<file path="config.mk">
export PLATFORM = sky130hd
export DESIGN_NAME = parity_engine
export DESIGN_NICKNAME = d
export VERILOG_FILES = /design/src/rtl/parity_engine.sv
export SDC_FILE = /design/constraint.sdc
export NUM_CORES = 1
export LEC_CHECK = 0
export BUFFER_PORTS_ARGS = -buffer_cell sky130_fd_sc_hd__clkbuf_2
export CORE_ASPECT_RATIO = 0.8
export CORE_MARGIN = 2
export CORE_UTILIZATION = 50
export CTS_CLUSTER_DIAMETER = 100
export DETAILED_ROUTE_END_ITERATION = 12
export GPL_TIMING_DRIVEN = 0
export HOLD_SLACK_MARGIN = 0.08
export PLACE_DENSITY = 0.79
export SLEW_MARGIN = 20
export SYNTH_ARGS = -nofsm -noshare
export SYNTH_HDL_FRONTEND = slang
export SYNTH_SLANG_ARGS = --single-unit
</file>
<file path="constraint.sdc">
create_clock -name clk -period 4 [get_ports clk]
set_clock_uncertainty 0.1 [all_clocks]
set_input_delay 0.8 -clock clk [delete_from_list [all_inputs] [get_ports clk]]
set_output_delay 0.8 -clock clk [all_outputs]
set_load 0.01 [all_outputs]
</file>
<file path="src/rtl/parity_engine.sv">
// parity_engine
//   Parity generator/checker over a runtime-selectable data length
//   (1..MAX_DATA_WIDTH bits). It supports five modes: none, even, odd, mark
//   and space. In check mode it compares a received parity bit against the
//   computed one. It keeps a sticky error flag and a saturating error counter.
//   The UART TX path uses it to generate parity and the UART RX path uses it
//   to check parity.
//
// Ports
//   clk          rising-edge clock
//   rst          synchronous active-high reset, highest priority
//   data_in      data word, LSB-aligned
//   data_len     number of valid LSBs; 0 or > MAX_DATA_WIDTH means full width
//   data_valid   1-cycle strobe that samples all per-word inputs
//   parity_mode  000 none, 001 even, 010 odd, 011 mark, 100 space, others none
//   chk_en       1 = compare rx_parity against the computed parity
//   rx_parity    received parity bit
//   err_clr      clears err_count and sticky_err
//   parity_bit   computed parity of the last sampled word (held between strobes)
//   parity_valid 1-cycle pulse, one cycle after each strobe
//   parity_err   1-cycle pulse with parity_valid when a check mismatches
//   sticky_err   set by any parity_err, held until err_clr or rst
//   err_count    saturating count of parity_err pulses

module parity_engine #(
  parameter int MAX_DATA_WIDTH = 9,
  parameter int CNT_WIDTH      = 16
) (
  input  logic                      clk,
  input  logic                      rst,
  input  logic [MAX_DATA_WIDTH-1:0] data_in,
  input  logic [3:0]                data_len,
  input  logic                      data_valid,
  input  logic [2:0]                parity_mode,
  input  logic                      chk_en,
  input  logic                      rx_parity,
  input  logic                      err_clr,
  output logic                      parity_bit,
  output logic                      parity_valid,
  output logic                      parity_err,
  output logic                      sticky_err,
  output logic [CNT_WIDTH-1:0]      err_count
);

  localparam logic [2:0] MODE_EVEN  = 3'b001;
  localparam logic [2:0] MODE_ODD   = 3'b010;
  localparam logic [2:0] MODE_MARK  = 3'b011;
  localparam logic [2:0] MODE_SPACE = 3'b100;

  localparam logic [CNT_WIDTH-1:0] CNT_MAX = '1;

  int   eff_len;
  logic x_sum;
  logic par_next;
  logic mode_active;
  logic err_next;

  always_comb begin
    eff_len = int'(data_len);
    if (data_len == 4'd0 || int'(data_len) > MAX_DATA_WIDTH)
      eff_len = MAX_DATA_WIDTH;

    x_sum = 1'b0;
    for (int i = 0; i < MAX_DATA_WIDTH; i++) begin
      if (i < eff_len)
        x_sum = x_sum ^ data_in[i];
    end

    par_next    = 1'b0;
    mode_active = 1'b1;
    case (parity_mode)
      MODE_EVEN:  par_next = x_sum;
      MODE_ODD:   par_next = ~x_sum;
      MODE_MARK:  par_next = 1'b1;
      MODE_SPACE: par_next = 1'b0;
      default:    mode_active = 1'b0;  // none and reserved codes
    endcase

    err_next = data_valid & chk_en & mode_active & (rx_parity != par_next);
  end

  always_ff @(posedge clk) begin
    if (rst) begin
      parity_bit   <= 1'b0;
      parity_valid <= 1'b0;
      parity_err   <= 1'b0;
      sticky_err   <= 1'b0;
      err_count    <= '0;
    end else begin
      parity_valid <= data_valid;
      parity_err   <= err_next;
      if (data_valid)
        parity_bit <= par_next;

      // A new error wins over a simultaneous clear.
      if (err_next)
        sticky_err <= 1'b1;
      else if (err_clr)
        sticky_err <= 1'b0;

      // A clear and an error in the same cycle clear first, then count, so the result is 1.
      if (err_clr)
        err_count <= err_next ? {{(CNT_WIDTH-1){1'b0}}, 1'b1} : '0;
      else if (err_next && err_count != CNT_MAX)
        err_count <= err_count + 1'b1;
    end
  end

endmodule

</file>
==> results of run 1 <==
cell usage in the layout, fill, tap and decap left out, types with 2 or more instances in the layout:
cell and count:
clkbuf_2 40, dfxtp_1 20, nand2_1 14, a21oi_1 10, nor3_1 9, nor2_1 9
nand4_1 6, or3_1 6, o21ai_0 5, nand3_1 4, mux2i_1 4, o21a_1 4
and3_1 4, nand2b_1 3, xnor2_1 3, o31ai_1 3, or4_1 3, o41ai_1 3
a21boi_0 3, clkbuf_4 3, nor2b_1 2, xor2_1 2, nor3b_1 2, and2_1 2
clkbuf_1 2, o311a_1 2, o211ai_1 2, or3b_1 2, o21ai_1 2
worst max-delay path: stages:
cell and delay (ps):
clkbuf_2 140, or4b_1 530, nand3_1 100, o221ai_1 120, mux2i_1 200, xnor3_1 320
o21a_1 190, nor3_2 460, buf_4 270, nor3_1 80, a21o_1 190
area by class of cell:
class / count / area (um^2)
tap: 36 / 45.0
timing repair buffer: 40 / 200
inverter: 1 / 3.75
clock inverter: 1 / 30.0
fill: 219 / 855
clock buffer: 3 / 22.5
buffer: 5 / 30.0
multi-input combinational: 125 / 836
sequential: 20 / 400
state kept, by name, indices dropped and copies added, names as in the netlist:
name	cells
err_count	16
parity_bit	1
parity_err	1
parity_valid	1
sticky_err	1
Yosys cell counts (all sizes together), types with 3 or more instances:
cell type / count / area share
mux2i: 4 / 0.032
a21oi: 10 / 0.039
nand3: 4 / 0.016
nor2: 9 / 0.027
a21boi: 3 / 0.018
or3: 6 / 0.030
nand2: 14 / 0.041
o41ai: 3 / 0.021
nand2b: 3 / 0.015
o31ai: 4 / 0.028
nor3: 10 / 0.043
and3: 4 / 0.020
nand4: 6 / 0.030
xnor2: 3 / 0.021
o21ai: 7 / 0.028
buf: 3 / 0.018
o21a: 4 / 0.024
or4: 3 / 0.018
dfxtp: 20 / 0.32
power groups by stage:
stage          clock [W]  combinational, W  sequential [W]
5_1_grt         0.000182          0.000104        0.000204
3_5_place_dp           0         0.0000926        0.000208
2_1_floorplan          0         0.0000609        0.000209
6_report        0.000167         0.0000943        0.000204
3_3_place_gp           0         0.0000906        0.000208
4_1_cts         0.000171         0.0000933        0.000204
worst paths after layout:
check / start / to / cells after the start
worst min register to register: sticky_err / sticky_err / 1
worst min-delay path: sticky_err / sticky_err / 1
worst max register to register: err_count[6] / err_count[11] / 9
worst max-delay path: data_len[3] / sticky_err / 11
per-layer routing:
| metal | part of all wire | global-route usage |
|---|---|---|
| met1 | 0.46 | 0.327 |
| met2 | 0.48 | 0.393 |
| met3 | 0.050 | 0.0610 |
| met4 | 0.0083 | 0.0519 |
| met5 | 0 | 0 |
metrics by stage:
step                hold WS [ps]  utilization
finish                       375        0.647
global route                 417        0.647
CTS                          385        0.647
detailed placement           348        0.626
global placement             338        0.626
floorplan                    397            -
cells by family (layout without fill, tap and decap cells):
logic type	count (synthesis)	after routing	synth area share
and+or+nand+nor	70	70	0.302
buffers and inverters	6	50	0.0266
DFF	20	20	0.315
xor gates and xnor gates	6	6	0.0522
AOI/OAI and AO/OA	43	43	0.254
muxes	4	4	0.0315
adders and majority gates	2	2	0.0177
==> metrics.cfg, run 1 <==
[status]
status = complete, no violations

[timing]
period_share = 0.825
slew_violations = 0
hold_viol = 0
setup-tns-final_ps = 0
worst_pin_slew_ps = 743
setup_slack_ps = 701
min_period_ps = 3300
rsz0062_at_grt = no
fmax_mhz = 303
setup_viol = 0
slew_headroom = 0.497

[detailed_routing]
routed_wl_um = 3140
ant_nets = 0
firstDrtPassIters = 4
initialDrtViolationCount = 58
vias_per_cell = 5.80
drcViolationCount = 0
route.vias.total = 1339
wire_per_inst_um = 13.6

[placement]
place_inst = 227
dp_hpwl_um = 2380
io_buffer_count = 40
dpl-instance-area_um2 = 1520
place_congestion = 0.814
dp_worst_setup_slack_ps = 404

[cts]
numCtsBuffers = 3
tritoncts = done
h-tree-depth = 1
hold_buffers = 0
clockBufferDepth = 2
cts_setup_buffers = 0
cts_num_sinks = 20
cts-resized-gates = 0
cts-root-buf = clkbuf_4
clk_pin_slew_ps = 120
worst_skew_pair.late_latency_ps = 310

[die]
rows = 16
coreArea_um2 = 2420
initial_core_util = 0.524
die_w_um = 60.3
ioPinCount = 42
dieArea_um2 = 2960
die_h_um = 49.1

[logic_synthesis]
ys_warn_count = 0
yosysSeqAreaShare = 0.315
avgSynthCellArea_um2 = 8.41
synth-seq-cells = 20
async_flop_share = 0
syn_area_um2 = 1270
synth_top_flop_cell = dfxtp_1
yosysUniqueCellTypes = 47
synth_edf_count = 0
netlist_instances = 151
synth_nets = 174

[pwr]
p_sw_w = 0.000121
power_w = 0.000465
vdd_ir_drop_max_mv = 0.177
power_leakage_nw = 0.622
p_int_w = 0.000344
p_seq_frac = 0.438
switching_share = 0.259
power.share.clock = 0.359
comb_power_share = 0.203
pwr_density_cell_nw_per_um2 = 297

[final_layout]
layoutNonFillerInstCount = 231
layout-drive-gt1-share = 0.267
diodes = 0
area_growth_pct = 23.4
final_cell_area_um2 = 1570
layout.nets = 219

[critical_path]
cp-end-kind = flip-flop
path_class = primary input to flip-flop
arrival_ps = 3420
crit_path_start_kind = primary input
crit_fanout = 10
cp.required_ps = 4120
reg2reg_slack_ps = 1220

[worst_hold_path]
min_path_type = flip-flop to flip-flop

[global_routing]
track_usage = 0.244
grt_max_degree = 13
grt_pass1_wl_um = 5730
first_global_vias = 1365
grt_overflow_total = 0
antenna_found_initial = 0

[run]
maxCapViolCount = 0

(Power assumes the default switching activity.)
==> inputs of run 2 (changes only) <==
- ABC_AREA: not set -> 1
- CORE_UTILIZATION: 50 -> 52
- clock period: 4 -> 3.1 ns (I/O delays scaled with it)
==> run 2 against run 1 <==
  * First-iteration DRC count increased by 120%
  * Via count is 32% higher
  * Die area rose by 19%
  * Routed wire length increased by 27%
  * Largest cell class unchanged
  * Highest routed layer unchanged
==> metrics.cfg, run 2 <==
[timing]
min_period_ps = 2560
fmax_mhz = 391
period_share = 0.824
slew_violations = 0  ; unchanged
hold_viol = 0  ; unchanged
worst_pin_slew_ps = 577  ; -166 ps
setup-tns-final_ps = 0  ; unchanged
rsz0062_at_grt = no
setup_viol = 0  ; unchanged
slew_headroom = 0.615  ; +0.119

[logic_synthesis]
synth_nets = 277  ; +59%
yosysUniqueCellTypes = 29  ; -38%
avgSynthCellArea_um2 = 6.28  ; -25%
synth_top_area_frac = 0.251  ; -0.0643
synth_top_flop_cell = dfxtp_1
netlist_instances = 254  ; +68%
yosysMostFrequentCell = nand2_1
synth-seq-cells = 20  ; unchanged
syn_area_um2 = 1600  ; +26%
synth_common_cells = nand2_1, inv_1, nand3_1, nor2_1, dfxtp_1
synth_top_cells_by_area = dfxtp_1, nand2_1, nand3_1
synth_edf_count = 0  ; unchanged
async_flop_share = 0  ; unchanged
yosysSeqAreaShare = 0.251  ; -0.0643
ys_warn_count = 0  ; unchanged
yosys.area.top_type = dfxtp_1

[critical_path]
cp-startpoint = err_count[0]
reg2reg_depth = 10  ; +1
arrival_ps = 2650  ; -770 ps
reg2reg_from = err_count[0]
crit_path_end = err_count[2]
cp-end-kind = flip-flop
crit_fanout = 10  ; unchanged
cp.required_ps = 3200  ; -920 ps
reg2reg_slack_ps = 540  ; -680 ps
crit_path_start_kind = flip-flop
r2r-end = err_count[2]
path_class = flip-flop to flip-flop

[final_layout]
final_cell_mix = nand2_1, clkbuf_2, inv_1
largest_register_ffs = 16  ; unchanged
layout-drive-gt1-share = 0.274  ; +0.00758
top_register = err_count
diodes = 0  ; unchanged
layout.nets = 323  ; +47%
final_common_cell = nand2_1
area_growth_pct = 19.3

[cts]
tritoncts = done
worst_skew_pair.late_latency_ps = 270  ; -40 ps
cts-resized-gates = 0  ; unchanged
cts_setup_buffers = 0  ; unchanged
clk_pin_slew_ps = 70  ; -50 ps
h-tree-depth = 1  ; unchanged
hold_buffers = 0  ; unchanged
clockBufferDepth = 2  ; unchanged
cts-root-buf = clkbuf_8
numCtsBuffers = 3  ; unchanged
cts_num_sinks = 20  ; unchanged

[detailed_routing]
wire_per_inst_um = 11.8  ; -13%
firstDrtPassIters = 5  ; +1
route.vias.total = 1769  ; +32%
drcViolationCount = 0  ; unchanged
ant_nets = 0  ; unchanged
initialDrtViolationCount = 128  ; +120%
routed_wl_um = 3990  ; +27%
vias_per_cell = 5.25  ; -9.4%

[status]
status = complete, no violations

[run]
maxCapViolCount = 0  ; unchanged

[placement]
dp_hpwl_um = 3050  ; +29%
place_congestion = 0.876  ; +7.6%
io_buffer_count = 41  ; +2.5%

[global_routing]
grt_max_degree = 12  ; -1
track_usage = 0.245  ; +0.00143
antenna_found_initial = 0  ; unchanged
first_global_vias = 1491  ; +9.2%
grt_pass1_wl_um = 6560  ; +15%
grt_overflow_total = 0  ; unchanged

[pwr]
pwr_density_cell_nw_per_um2 = 310  ; +4.5%
vdd_ir_drop_max_mv = 0.289  ; +63%
power_leakage_nw = 0.949  ; +53%
power_w = 0.000590  ; +27%

[die]
initial_core_util = 0.564  ; +0.0396
dieArea_um2 = 3530  ; +19%
die_w_um = 65.9  ; +9.2%
rows = 17  ; +1
die_h_um = 53.5  ; +9.1%
ioPinCount = 42  ; unchanged
coreArea_um2 = 2830  ; +17%

[worst_hold_path]
min_path_type = flip-flop to flip-flop

[run 2: changes by cell type after synthesis, sizes merged, moves of 5 or more]
cell,delta
nand2,+50
inv,+39
nand3,+33
nor2,+21
nand4,+14
o21ai,-6
or3,-6
xor2,+5
[run 2: worst min path at each step]
stage                     from         end  depth (start not counted)  slack [ps]
finish              sticky_err  sticky_err                          2         360
global route        sticky_err  sticky_err                          2         380
CTS                 sticky_err  sticky_err                          2         370
detailed placement  sticky_err  sticky_err                          2         340
global placement    sticky_err  sticky_err                          2         340
floorplan           parity_bit  parity_bit                          2         380
[run 2: cells by family (layout without fill, tap and decap cells)]
family	after synthesis	after routing	share of synthesized area
compound gates	16	16	0.0525
xor+xnor	9	9	0.0494
fa+ha+maj	1	1	0.00784
buf+inv	46	91	0.121
flops	20	20	0.251
simple gates	162	162	0.518
[run 2: cell type report]
| class | count | area, um^2 |
|---|---|---|
| plain buffers | 6 | 42.5 |
| clock buffers | 4 | 55.1 |
| fillers | 269 | 926 |
| inverters | 40 | 150 |
| multi-input cells | 188 | 1000 |
| flip-flops and latches | 20 | 400 |
| well taps | 38 | 47.5 |
| repair buffers | 41 | 205 |
[run 2: metrics by stage]
stage / setup slack [ps] / std cells / cell area, um^2 / util / hold slack (ps)
2_1_floorplan: 843 / 254 / 1600 / - / 381
3_3_place_gp: 434 / 333 / 1850 / 0.653 / 342
3_5_place_dp: 400 / 333 / 1850 / 0.653 / 345
4_1_cts: 570 / 337 / 1900 / 0.673 / 365
5_1_grt: 326 / 337 / 1900 / 0.673 / 385
6_report: 545 / 337 / 1900 / 0.673 / 362
[run 2: metal layers]
| metal | vias to the layer above | share of wire | track usage | routed length (um) |
|---|---|---|---|---|
| li1 | 923 | - | - | - |
| met4 | 0 | 0.013 | 0.0764 | 50 |
| met1 | 790 | 0.50 | 0.344 | 2000 |
| met2 | 49 | 0.43 | 0.379 | 1710 |
| met5 | - | 0 | 0 | 0 |
| met3 | 7 | 0.059 | 0.0523 | 235 |
[run 2: power by group]
| group | internal (W) | switching, W |
|---|---|---|
| Clock | 0.000113 | 0.0000899 |
| Sequential | 0.000260 | 0.00000177 |
| Combinational | 0.0000449 | 0.0000801 |
| Total | 0.000418 | 0.000172 |
[run 2: critical path, cell delays in order (launching register included)]
cell	delay, ps
dfxtp_1	430
ha_1	250
nand2_1	80
nor2_2	290
nand2_1	100
nor3_2	170
nand4_1	310
nand4_1	290
buf_4	220
nand3_1	80
a21oi_1	150
